## config.mk

```make
export PLATFORM = sky130hd
export DESIGN_NAME = lsu_mem_ctrl
export DESIGN_NICKNAME = d
export VERILOG_FILES = /design/src/rtl/lsu_mem_ctrl.sv
export SDC_FILE = /design/constraint.sdc
export NUM_CORES = 1
export LEC_CHECK = 0
export CELL_PAD_IN_SITES_DETAIL_PLACEMENT = 1
export CELL_PAD_IN_SITES_GLOBAL_PLACEMENT = 1
export CORE_ASPECT_RATIO = 1.2
export CORE_MARGIN = 2
export CORE_UTILIZATION = 41
export DETAILED_ROUTE_END_ITERATION = 7
export PLACE_DENSITY = 0.83
export SLEW_MARGIN = 0
export SYNTH_ARGS = -nofsm -noshare
export SYNTH_HDL_FRONTEND = slang
export SYNTH_SLANG_ARGS = --single-unit
```

## constraint.sdc

```tcl
create_clock -name clk -period 6.4 [get_ports clk]
set_input_delay 0.96 -clock clk [delete_from_list [all_inputs] [get_ports clk]]
set_output_delay 0.96 -clock clk [all_outputs]
set_load 0.1 [all_outputs]
```

## src/rtl/lsu_mem_ctrl.sv

```systemverilog
// RISC-V load/store unit: turns byte-addressed loads/stores into word accesses on a
// lane-masked data memory, splitting misaligned accesses and merging sub-word stores.
module lsu_mem_ctrl #(
    parameter int unsigned ADDR_WIDTH = 15
) (
    input  logic        clk,
    input  logic        rst_n,
    input  logic        req_valid,
    output logic        req_ready,
    input  logic        req_we,
    input  logic [2:0]  req_funct3,
    input  logic [31:0] req_addr,
    input  logic [31:0] req_wdata,
    output logic        resp_valid,
    output logic [31:0] resp_rdata,
    output logic        resp_err,
    output logic [3:0]  wmem,
    output logic [4:0]  rmem,
    output logic [31:0] mem_addr,
    output logic [31:0] store_data,
    input  logic [31:0] load_data
);
    typedef enum logic [2:0] {
        S_IDLE, S_LD, S_RD_A, S_RD_B, S_WR_A, S_WR_B, S_RESP
    } state_t;

    state_t      state_q, state_d;
    logic        we_q, we_d;
    logic [2:0]  f3_q, f3_d;
    logic [31:0] addr_q, addr_d, wdata_q, wdata_d;
    logic [31:0] word_a_q, word_a_d, word_b_q, word_b_d;
    logic        req_ready_q, req_ready_d, resp_valid_q, resp_valid_d, resp_err_q, resp_err_d;
    logic [31:0] resp_rdata_q, resp_rdata_d, mem_addr_q, mem_addr_d, store_data_q, store_data_d;
    logic [3:0]  wmem_q, wmem_d;
    logic [4:0]  rmem_q, rmem_d;

    logic        accept, span, direct, aligned_sw, bad_f3, bad_range, err;
    logic [1:0]  off;
    logic [29:0] wa;
    logic [2:0]  nbytes;
    logic [3:0]  bmask, lane4;
    logic [7:0]  lane8;
    logic [30:0] last_word;
    logic [31:0] rd_a, rd_b, ld_val;
    logic [63:0] pair, shifted, wmask64, wdata64, merged;

    // Request latch, access geometry and legality
    always_comb begin
        accept  = req_valid & req_ready_q;
        we_d    = accept ? req_we     : we_q;
        f3_d    = accept ? req_funct3 : f3_q;
        addr_d  = accept ? req_addr   : addr_q;
        wdata_d = accept ? req_wdata  : wdata_q;

        off = addr_d[1:0];
        wa  = addr_d[31:2];
        unique case (f3_d[1:0])
            2'b00:   begin nbytes = 3'd1; bmask = 4'b0001; end
            2'b01:   begin nbytes = 3'd2; bmask = 4'b0011; end
            default: begin nbytes = 3'd4; bmask = 4'b1111; end
        endcase
        lane4      = bmask << off;
        span       = (3'(off) + nbytes) > 3'd4;
        direct     = (f3_d[1:0] == 2'b00) || ((f3_d[1:0] == 2'b01) && !off[0]) || (off == 2'b00);
        aligned_sw = (f3_d[1:0] == 2'b10) && (off == 2'b00);
        bad_f3     = we_d ? (f3_d[2] || (f3_d[1:0] == 2'b11))
                          : ((f3_d[1:0] == 2'b11) || (f3_d == 3'b110));
        last_word  = {1'b0, wa} + 31'(span);
        bad_range  = (last_word >> ADDR_WIDTH) != 31'd0;
        err        = bad_f3 | bad_range;
    end

    // Word buffers, load assembly and store merge over the two-word window {B, A}
    always_comb begin
        rd_a     = (state_q == S_RD_A) ? load_data : word_a_q;
        rd_b     = (state_q == S_RD_B) ? load_data : word_b_q;
        word_a_d = rd_a;
        word_b_d = rd_b;
        pair     = {rd_b, rd_a};
        shifted  = pair >> {off, 3'b000};
        unique case (f3_d)
            3'b000:  ld_val = {{24{shifted[7]}}, shifted[7:0]};
            3'b100:  ld_val = {24'd0, shifted[7:0]};
            3'b001:  ld_val = {{16{shifted[15]}}, shifted[15:0]};
            3'b101:  ld_val = {16'd0, shifted[15:0]};
            default: ld_val = shifted[31:0];
        endcase
        lane8 = 8'(bmask) << off;
        for (int i = 0; i < 8; i++) begin
            wmask64[8*i +: 8] = {8{lane8[i]}};
        end
        wdata64 = (64'(wdata_d) << {off, 3'b000}) & wmask64;
        merged  = (pair & ~wmask64) | wdata64;
    end

    // Next state and registered outputs decoded from the next state
    always_comb begin
        state_d      = state_q;
        resp_valid_d = 1'b0;
        resp_err_d   = 1'b0;
        resp_rdata_d = 32'd0;
        wmem_d       = 4'd0;
        rmem_d       = 5'd0;
        mem_addr_d   = 32'd0;
        store_data_d = 32'd0;

        unique case (state_q)
            S_IDLE: if (accept) begin
                if (err)        state_d = S_RESP;
                else if (!we_d) state_d = direct ? S_LD : S_RD_A;
                else            state_d = aligned_sw ? S_WR_A : S_RD_A;
            end
            S_LD:    state_d = S_RESP;
            S_RD_A:  state_d = span ? S_RD_B : (we_q ? S_WR_A : S_RESP);
            S_RD_B:  state_d = we_q ? S_WR_A : S_RESP;
            S_WR_A:  state_d = span ? S_WR_B : S_RESP;
            S_WR_B:  state_d = S_RESP;
            S_RESP:  state_d = S_IDLE;
            default: state_d = S_IDLE;
        endcase

        req_ready_d = (state_d == S_IDLE);
        unique case (state_d)
            S_LD: begin
                rmem_d     = {~f3_d[2] & (f3_d[1:0] != 2'b10), lane4};
                mem_addr_d = {2'b00, wa};
            end
            S_RD_A: begin
                rmem_d     = 5'b01111;
                mem_addr_d = {2'b00, wa};
            end
            S_RD_B: begin
                rmem_d     = 5'b01111;
                mem_addr_d = {2'b00, wa} + 32'd1;
            end
            S_WR_A: begin
                wmem_d       = 4'b1111;
                mem_addr_d   = {2'b00, wa};
                store_data_d = merged[31:0];
            end
            S_WR_B: begin
                wmem_d       = 4'b1111;
                mem_addr_d   = {2'b00, wa} + 32'd1;
                store_data_d = merged[63:32];
            end
            S_RESP: begin
                resp_valid_d = 1'b1;
                resp_err_d   = err;
                if (!err && !we_d) resp_rdata_d = (state_q == S_LD) ? load_data : ld_val;
            end
            default: ;
        endcase
    end

    always_ff @(posedge clk or negedge rst_n) begin
        if (!rst_n) begin
            state_q      <= S_IDLE;
            we_q         <= 1'b0;
            f3_q         <= 3'd0;
            addr_q       <= 32'd0;
            wdata_q      <= 32'd0;
            word_a_q     <= 32'd0;
            word_b_q     <= 32'd0;
            req_ready_q  <= 1'b1;
            resp_valid_q <= 1'b0;
            resp_err_q   <= 1'b0;
            resp_rdata_q <= 32'd0;
            wmem_q       <= 4'd0;
            rmem_q       <= 5'd0;
            mem_addr_q   <= 32'd0;
            store_data_q <= 32'd0;
        end else begin
            state_q      <= state_d;
            we_q         <= we_d;
            f3_q         <= f3_d;
            addr_q       <= addr_d;
            wdata_q      <= wdata_d;
            word_a_q     <= word_a_d;
            word_b_q     <= word_b_d;
            req_ready_q  <= req_ready_d;
            resp_valid_q <= resp_valid_d;
            resp_err_q   <= resp_err_d;
            resp_rdata_q <= resp_rdata_d;
            wmem_q       <= wmem_d;
            rmem_q       <= rmem_d;
            mem_addr_q   <= mem_addr_d;
            store_data_q <= store_data_d;
        end
    end

    assign req_ready  = req_ready_q;
    assign resp_valid = resp_valid_q;
    assign resp_err   = resp_err_q;
    assign resp_rdata = resp_rdata_q;
    assign wmem       = wmem_q;
    assign rmem       = rmem_q;
    assign mem_addr   = mem_addr_q;
    assign store_data = store_data_q;
endmodule

```

## After elaboration in Yosys (flattened, before gate mapping)

Index checks and enable logic that the tools add are counted.

| operators by class | value |
|---|---|
| equality and inequality tests | 19 |
| multiplexer cells | 28 |
| reduce and logical (&&, ||, !) cells | 21 |
| $lt $le $gt $ge | 1 |
| add/sub/neg operators | 3 |
| shift-type cells | 4 |
| bitwise logic cells | 8 |

Operators by type and width:

| cell | number |
|---|---|
| 32-bit 2-to-1 mux | 7 |
| 64-bit bitwise AND | 2 |
| 32-bit one-hot mux with 4 select lines | 1 |
| 64-bit inverter | 1 |
| 64-bit OR | 1 |
| 32-bit one-hot mux with 2 select lines | 1 |
| 32-bit by 5-bit << shifter with 64-bit output | 1 |
| 64-bit by 5-bit right shift with 32-bit output | 1 |
| 31-bit one-hot mux with 2 select lines | 1 |
| 30-bit by 1-bit adder with 31-bit output | 1 |
| 30-bit by 1-bit adder with 31-bit output (second input constant) | 1 |
| 31-bit nonzero test | 1 |
| 3-bit equality test (second input constant) | 8 |
| 3-bit 2-to-1 mux | 6 |
| 3-bit one-hot mux with 5 select lines | 1 |
| 3-bit by 2-bit equality test with 1-bit output (second input constant) | 4 |
| 5-bit one-hot mux with 2 select lines | 1 |
| 3-bit by 1-bit equality test with 1-bit output (second input constant) | 3 |
| 3-bit logical NOT | 3 |
| 4-bit one-hot mux with 2 select lines | 1 |
| 2-bit OR reduction | 4 |
| 4-bit by 2-bit << shifter with 8-bit output | 1 |
| 2-bit 2-to-1 mux | 3 |
| 3-bit one-hot mux with 2 select lines | 1 |
| 16 further kinds | 29 |

| storage, ports and cells | value |
|---|---|
| bits of input ports | 103 |
| register bits | 243 |
| output and inout bits | 108 |
| logic and storage cells | 99 |

## Depth between registers and ports, before layout

| depth | value |
|---|---|
| depth in word-level cells | 15 |
| depth in mapped cells | 23 |
| mapped depth without buffers | 17 |

## Worst setup path before layout

No wires, ideal clock.

| timing path | value |
|---|---|
| kind | input to register |
| start point | input port req_valid |
| end point | register store_data_q[12], in the netlist store_data[12] |
| data arrival time | 6.044 ns |
| path slack | 0.270 ns |
| stages on the path | 21 |
| setup time | 0.085 ns |
| buffers on the path | 6 |
| cell sequence | nand2_1 buf_2 buf_1 mux2i_1 inv_2 clkbuf_1 clkbuf_1 clkbuf_1 ha_1 inv_1 fa_1 a21boi_0 mux2i_1 nor4_4 and2_1 a31oi_1 or4_4 o31a_1 nand4b_4 buf_6 o22ai_2 |

| on the way | value |
|---|---|
| elaborated cells between the ends (all ways) | 43 |
| classes of those cells | 2 x add/sub; 1 x order compare; 6 x eq/ne; 2 x shift; 16 x mux; 6 x bitwise; 10 x reduce/logical |

RTL lines:

| what | RTL line | source |
|---|---|---|
| start: declaration | 8 | `input logic req_valid,` |
| 1-bit bitwise AND * | 49 | `accept = req_valid & req_ready_q;` |
| 32-bit 2-to-1 mux * | 52 | `addr_d = accept ? req_addr : addr_q;` |
| net addr_d[0] | 30 | `logic [31:0] addr_q, addr_d, wdata_q, wdata_d;` |
| branches (longest 8 deep; another with 30-bit by 1-bit adder with 31-bit output) | - |  |
| 3-bit one-hot mux with 5 select lines * | 107 | `unique case (state_q)` |
| net state_d[1] | 27 | `state_t state_q, state_d;` |
| 3-bit equality test | 123 | `unique case (state_d)` |
| 32-bit one-hot mux with 2 select lines * | 123 |  |
| net store_data_d[12] | 33 | `logic [31:0] resp_rdata_q, resp_rdata_d, mem_addr_q, mem_addr_d, store_data_q, store_data_d;` |
| end signal: assignment | 187 | `store_data_q <= store_data_d;` |
| end: declaration | 33 |  |

Mark *: on every way through the listed nets, which the timed path passes.

## Worst setup path after layout

| timing path | value |
|---|---|
| start point | input port req_valid |
| end point | register store_data_q[20], in the netlist store_data[20] |

| on the way | value |
|---|---|
| longest elaborated chain between the ends | 14 |
| elaborated cells between the ends (all ways) | 43 |
| classes of those cells | 2 x add/sub; 1 x order compare; 6 x eq/ne; 2 x shift; 16 x mux; 6 x bitwise; 10 x reduce/logical |

RTL lines:

| what | RTL line | source |
|---|---|---|
| 1-bit bitwise AND * | 49 |  |
| 3-bit 2-to-1 mux * | 51 | `f3_d = accept ? req_funct3 : f3_q;` |
| net f3_d[0] | 29 | `logic [2:0] f3_q, f3_d;` |
| 2-bit by 1-bit equality test with 1-bit output / 2-bit logical NOT (equally long branches) | 57, 64 |  |
| 3-bit one-hot mux with 2 select lines | 57 | `unique case (f3_d[1:0])` |
| 2-bit by 3-bit adder with 3-bit output | 63 | `span = (3'(off) + nbytes) > 3'd4;` |
| 3-bit > comparator | 63 |  |
| 30-bit by 1-bit adder with 31-bit output | 68 | `last_word = {1'b0, wa} + 31'(span);` |
| 31-bit nonzero test | 69 | `bad_range = (last_word >> ADDR_WIDTH) != 31'd0;` |
| 1-bit OR | 70 | `err = bad_f3 \| bad_range;` |
| 3-bit 2-to-1 mux | 109 | `if (err) state_d = S_RESP;` |
| 3-bit 2-to-1 mux | 108 | `S_IDLE: if (accept) begin` |
| 3-bit one-hot mux with 5 select lines * | 107 |  |
| net state_d[1] | 27 |  |
| 3-bit equality test | 123 |  |
| 32-bit one-hot mux with 2 select lines * | 123 |  |
| net store_data_d[20] | 33 |  |

The timed path passes the listed nets; every way through them passes the cells marked *.

==> flow_summary.ini <==
[power]
p_leak_nw = 7.102
max-vdd-ir-drop_v = 0.0003406
design_power_total_mw = 10.25
p_per_area_nw_per_um2 = 656.7

[route]
highest_layer = met4
drc = 0
postRouteAntennaNets = 0
wl_um = 45110
dr.pass1.iters = 5
avgViaCountPerCell = 5.899
wl_met2_um = 23510
wl_per_cell_um = 23.42
m1WireLength_um = 16330
vias = 11360
drt_first_iter_violations = 760
routed-wl-met3_um = 2280

[critical_path]
crit_path_max_fanout = 32
reg2reg_from = req_ready$_DFF_PN1_
r2r-end = store_data[20]$_DFF_PN0_
critPathCaptureType = register
reg2reg_slack_ns = 0.57
critical_path.cell_chain = clkdlybuf4s50_1, nand2_4, mux2_1, nor2_1, ha_1, inv_1, fa_1, a21oi_1, mux2i_1, nor3_1, or3_1, a2111oi_2, nand4_1, o31a_1, nand4b_4, o22ai_1
cpLargestDelayFamily = simple AND/OR/NAND/NOR gates
reg2regPathDepth = 15
worstPathArrival_ns = 6.50
critPathSlowestCell = nand4b_4
max_stage_delay_ns = 0.67
worstPathRequired_ns = 6.81
critPathBufInv = 2
cp-start-kind = input port
path_class = in -> reg

[synth]
synth_fa_ha_area_share_pct = 0.4688
postSynthCellCount = 1341
yosysWarnings = 0
synth_area_per_cell_um2 = 9.155
yosysSeqAreaShare_pct = 48.73
synth_mux_area_share_pct = 9.356
ys_ff_latch = 239
async_flop_share_pct = 100.0
synth-main-ff-cell = dfrtp_1
synthXorXnorAreaFrac_pct = 1.355
synth_top_family_by_area = compound AO/OA/AOI/OAI gates
synth_area_um2 = 12280
synth_nets = 1448
synth_cell_types = 68
synth-compound-area-share_pct = 17.75
synth_edf_count = 0
yosys.area_share.simple_pct = 16.81

[clocking]
root_buffer = clkbuf_16
ctsResizeCount = 0
cts_buffer_depth = 3
cts_setup_buffers = 0
clkLatencyLatePin_ns = 0.54
path_clk_slew_ns = 0.06
h-tree-depth = 1
numCtsBuffers = 26
holdBufCountCts = 0
cts.sinks = 239
cts_tree = built

[sta]
tns_ns = 0
rsz0062_at_grt = false
clock_skew_ns = 0.02683
max_slew_margin_pct = 16.53
worst_pin_slew_ns = 1.252
max_freq_mhz = 164.2
maxSlewViolCount = 0
setup-violations-final = 0
hold_viol_final = 0
period_minus_slack_ns = 6.091
period_share_pct = 95.18

[final_layout]
antenna-diode-count = 0
syn2layout_area_growth_pct = 27.18
layout.nets = 1625
layout_common_cells = dfrtp_1 (238), nand2_1 (216), clkdlybuf4s50_1 (208), nor2_1 (130), o21ai_0 (89)
drive_gt1_share_pct = 10.03
finalInstanceArea_um2 = 15610
layout_commonest_cell = dfrtp_1

[global_routing]
antenna_found_initial = 0
grt_pass1_wl_um = 69830
grt_use_total_pct = 28.69
first_global_vias = 12290
grt_max_degree = 109
gr-total-overflow = 0

[floorplanning]
start_util_pct = 41.58
core_area_um2 = 29530
die_w_um = 162.0
dieArea_um2 = 31350
boundaryPins = 211
die_y_um = 193.6
row_count = 69

[place]
placed_area_um2 = 14730
gp_congestion = 0.9220
dp.final_hpwl_um = 32160
port_buffers = 209

[run]
maxCapViolations = 0

[status]
status = finished clean

[worst_hold_path]
hold_class = in -> async
[worst reg2reg max path, cell delays in order, from the launching register on]
cell and delay (ns):
dfstp_2 0.75, nand2_4 0.12, mux2_1 0.43, nor2_1 0.20
ha_1 0.19, inv_1 0.06, fa_1 0.53, a21oi_1 0.09
mux2i_1 0.55, nor3_1 0.21, or3_1 0.37, a2111oi_2 0.35
nand4_1 0.27, o31a_1 0.43, nand4b_4 0.67, o22ai_1 0.46
[Yosys cell counts (7+ instances only)]
| library cell | number | share of area (%) |
|---|---|---|
| a21o_1 | 13 | 0.79 |
| a21oi_1 | 81 | 3.3 |
| and3_1 | 11 | 0.56 |
| o22ai_2 | 10 | 1.0 |
| a31oi_1 | 17 | 0.87 |
| mux2_2 | 37 | 3.4 |
| o21ai_0 | 89 | 3.6 |
| a31o_2 | 9 | 0.64 |
| nand4_1 | 22 | 1.1 |
| nor3_1 | 26 | 1.1 |
| inv_1 | 72 | 2.2 |
| mux2i_1 | 72 | 5.9 |
| buf_2 | 9 | 0.37 |
| nand2_1 | 217 | 6.6 |
| xnor2_1 | 14 | 1.0 |
| buf_1 | 12 | 0.37 |
| a211oi_1 | 39 | 2.4 |
| clkbuf_1 | 59 | 1.8 |
| o211ai_1 | 17 | 1.0 |
| o22ai_1 | 23 | 1.2 |
| o221ai_1 | 8 | 0.57 |
| dfrtp_1 | 238 | 49 |
| o21ai_1 | 7 | 0.29 |
| nand3_1 | 19 | 0.77 |
| nor2_1 | 130 | 4.0 |
[power breakdown]
part | leakage, nW | switching [mW] | internal (mW)
Clock | 0.430 | 0.628 | 0.926
Sequential | 3.01 | 0.279 | 2.12
Combinational | 3.66 | 4.43 | 1.87
[logic make-up after synthesis]
| family | Yosys count |
|---|---|
| DFF | 239 |
| muxes | 110 |
| xor gates and xnor gates | 19 |
| and+or+nand+nor | 463 |
| adders and majority gates | 4 |
| other | 1 |
| buffers and inverters | 165 |
| AOI/OAI and AO/OA | 340 |
[registers in the layout, indices dropped and copies added (netlist names), 3 cells and up]
signal,cells
mem_addr,31
resp_rdata,32
wdata_q,32
state_q,3
store_data,32
f3_q,3
word_a_q,32
rmem,5
word_b_q,32
addr_q,32
[per-stage QoR]
step	utilization, %	setup slack, ns	hold WS, ns	cells
after floorplan	-	0.2704	0.4505	1341
after global placement	49.90	0.1845	0.4643	1880
after detailed placement	49.90	-0.1099	0.4805	1880
after CTS	52.88	0.4181	0.4217	1926
after global routing	52.88	0.1066	0.4324	1926
final	52.88	0.3086	0.3993	1926
[layer usage]
layer | vias to the layer above | GRT usage, %
li1 | 5028 | -
met1 | 5744 | 31.89
met2 | 447 | 52.14
met3 | 143 | 3.881
met4 | 0 | 16.29
met5 | - | 0
[area by class of cell]
| class | instances | area, um^2 |
|---|---|---|
| multi-input cells | 937 | 5664 |
| clock buffers | 34 | 732.0 |
| inverters | 76 | 285.3 |
| fillers | 3352 | 13910 |
| flip-flops and latches | 239 | 5982 |
| well taps | 390 | 488.0 |
| clock inverters | 12 | 147.6 |
| repair buffers | 238 | 2315 |
[worst max path at each step]
stage / startpoint / to / depth (start not counted) / slack, ns
2_1_floorplan: req_valid / store_data[12]$_DFF_PN0_ / 21 / 0.27
3_3_place_gp: req_valid / store_data[10]$_DFF_PN0_ / 16 / 0.18
3_5_place_dp: req_valid / store_data[20]$_DFF_PN0_ / 16 / -0.11
4_1_cts: req_valid / store_data[23]$_DFF_PN0_ / 16 / 0.42
5_1_grt: req_valid / store_data[22]$_DFF_PN0_ / 17 / 0.11
6_report: req_valid / store_data[20]$_DFF_PN0_ / 16 / 0.31
Power figures use the tool's default switching activity.
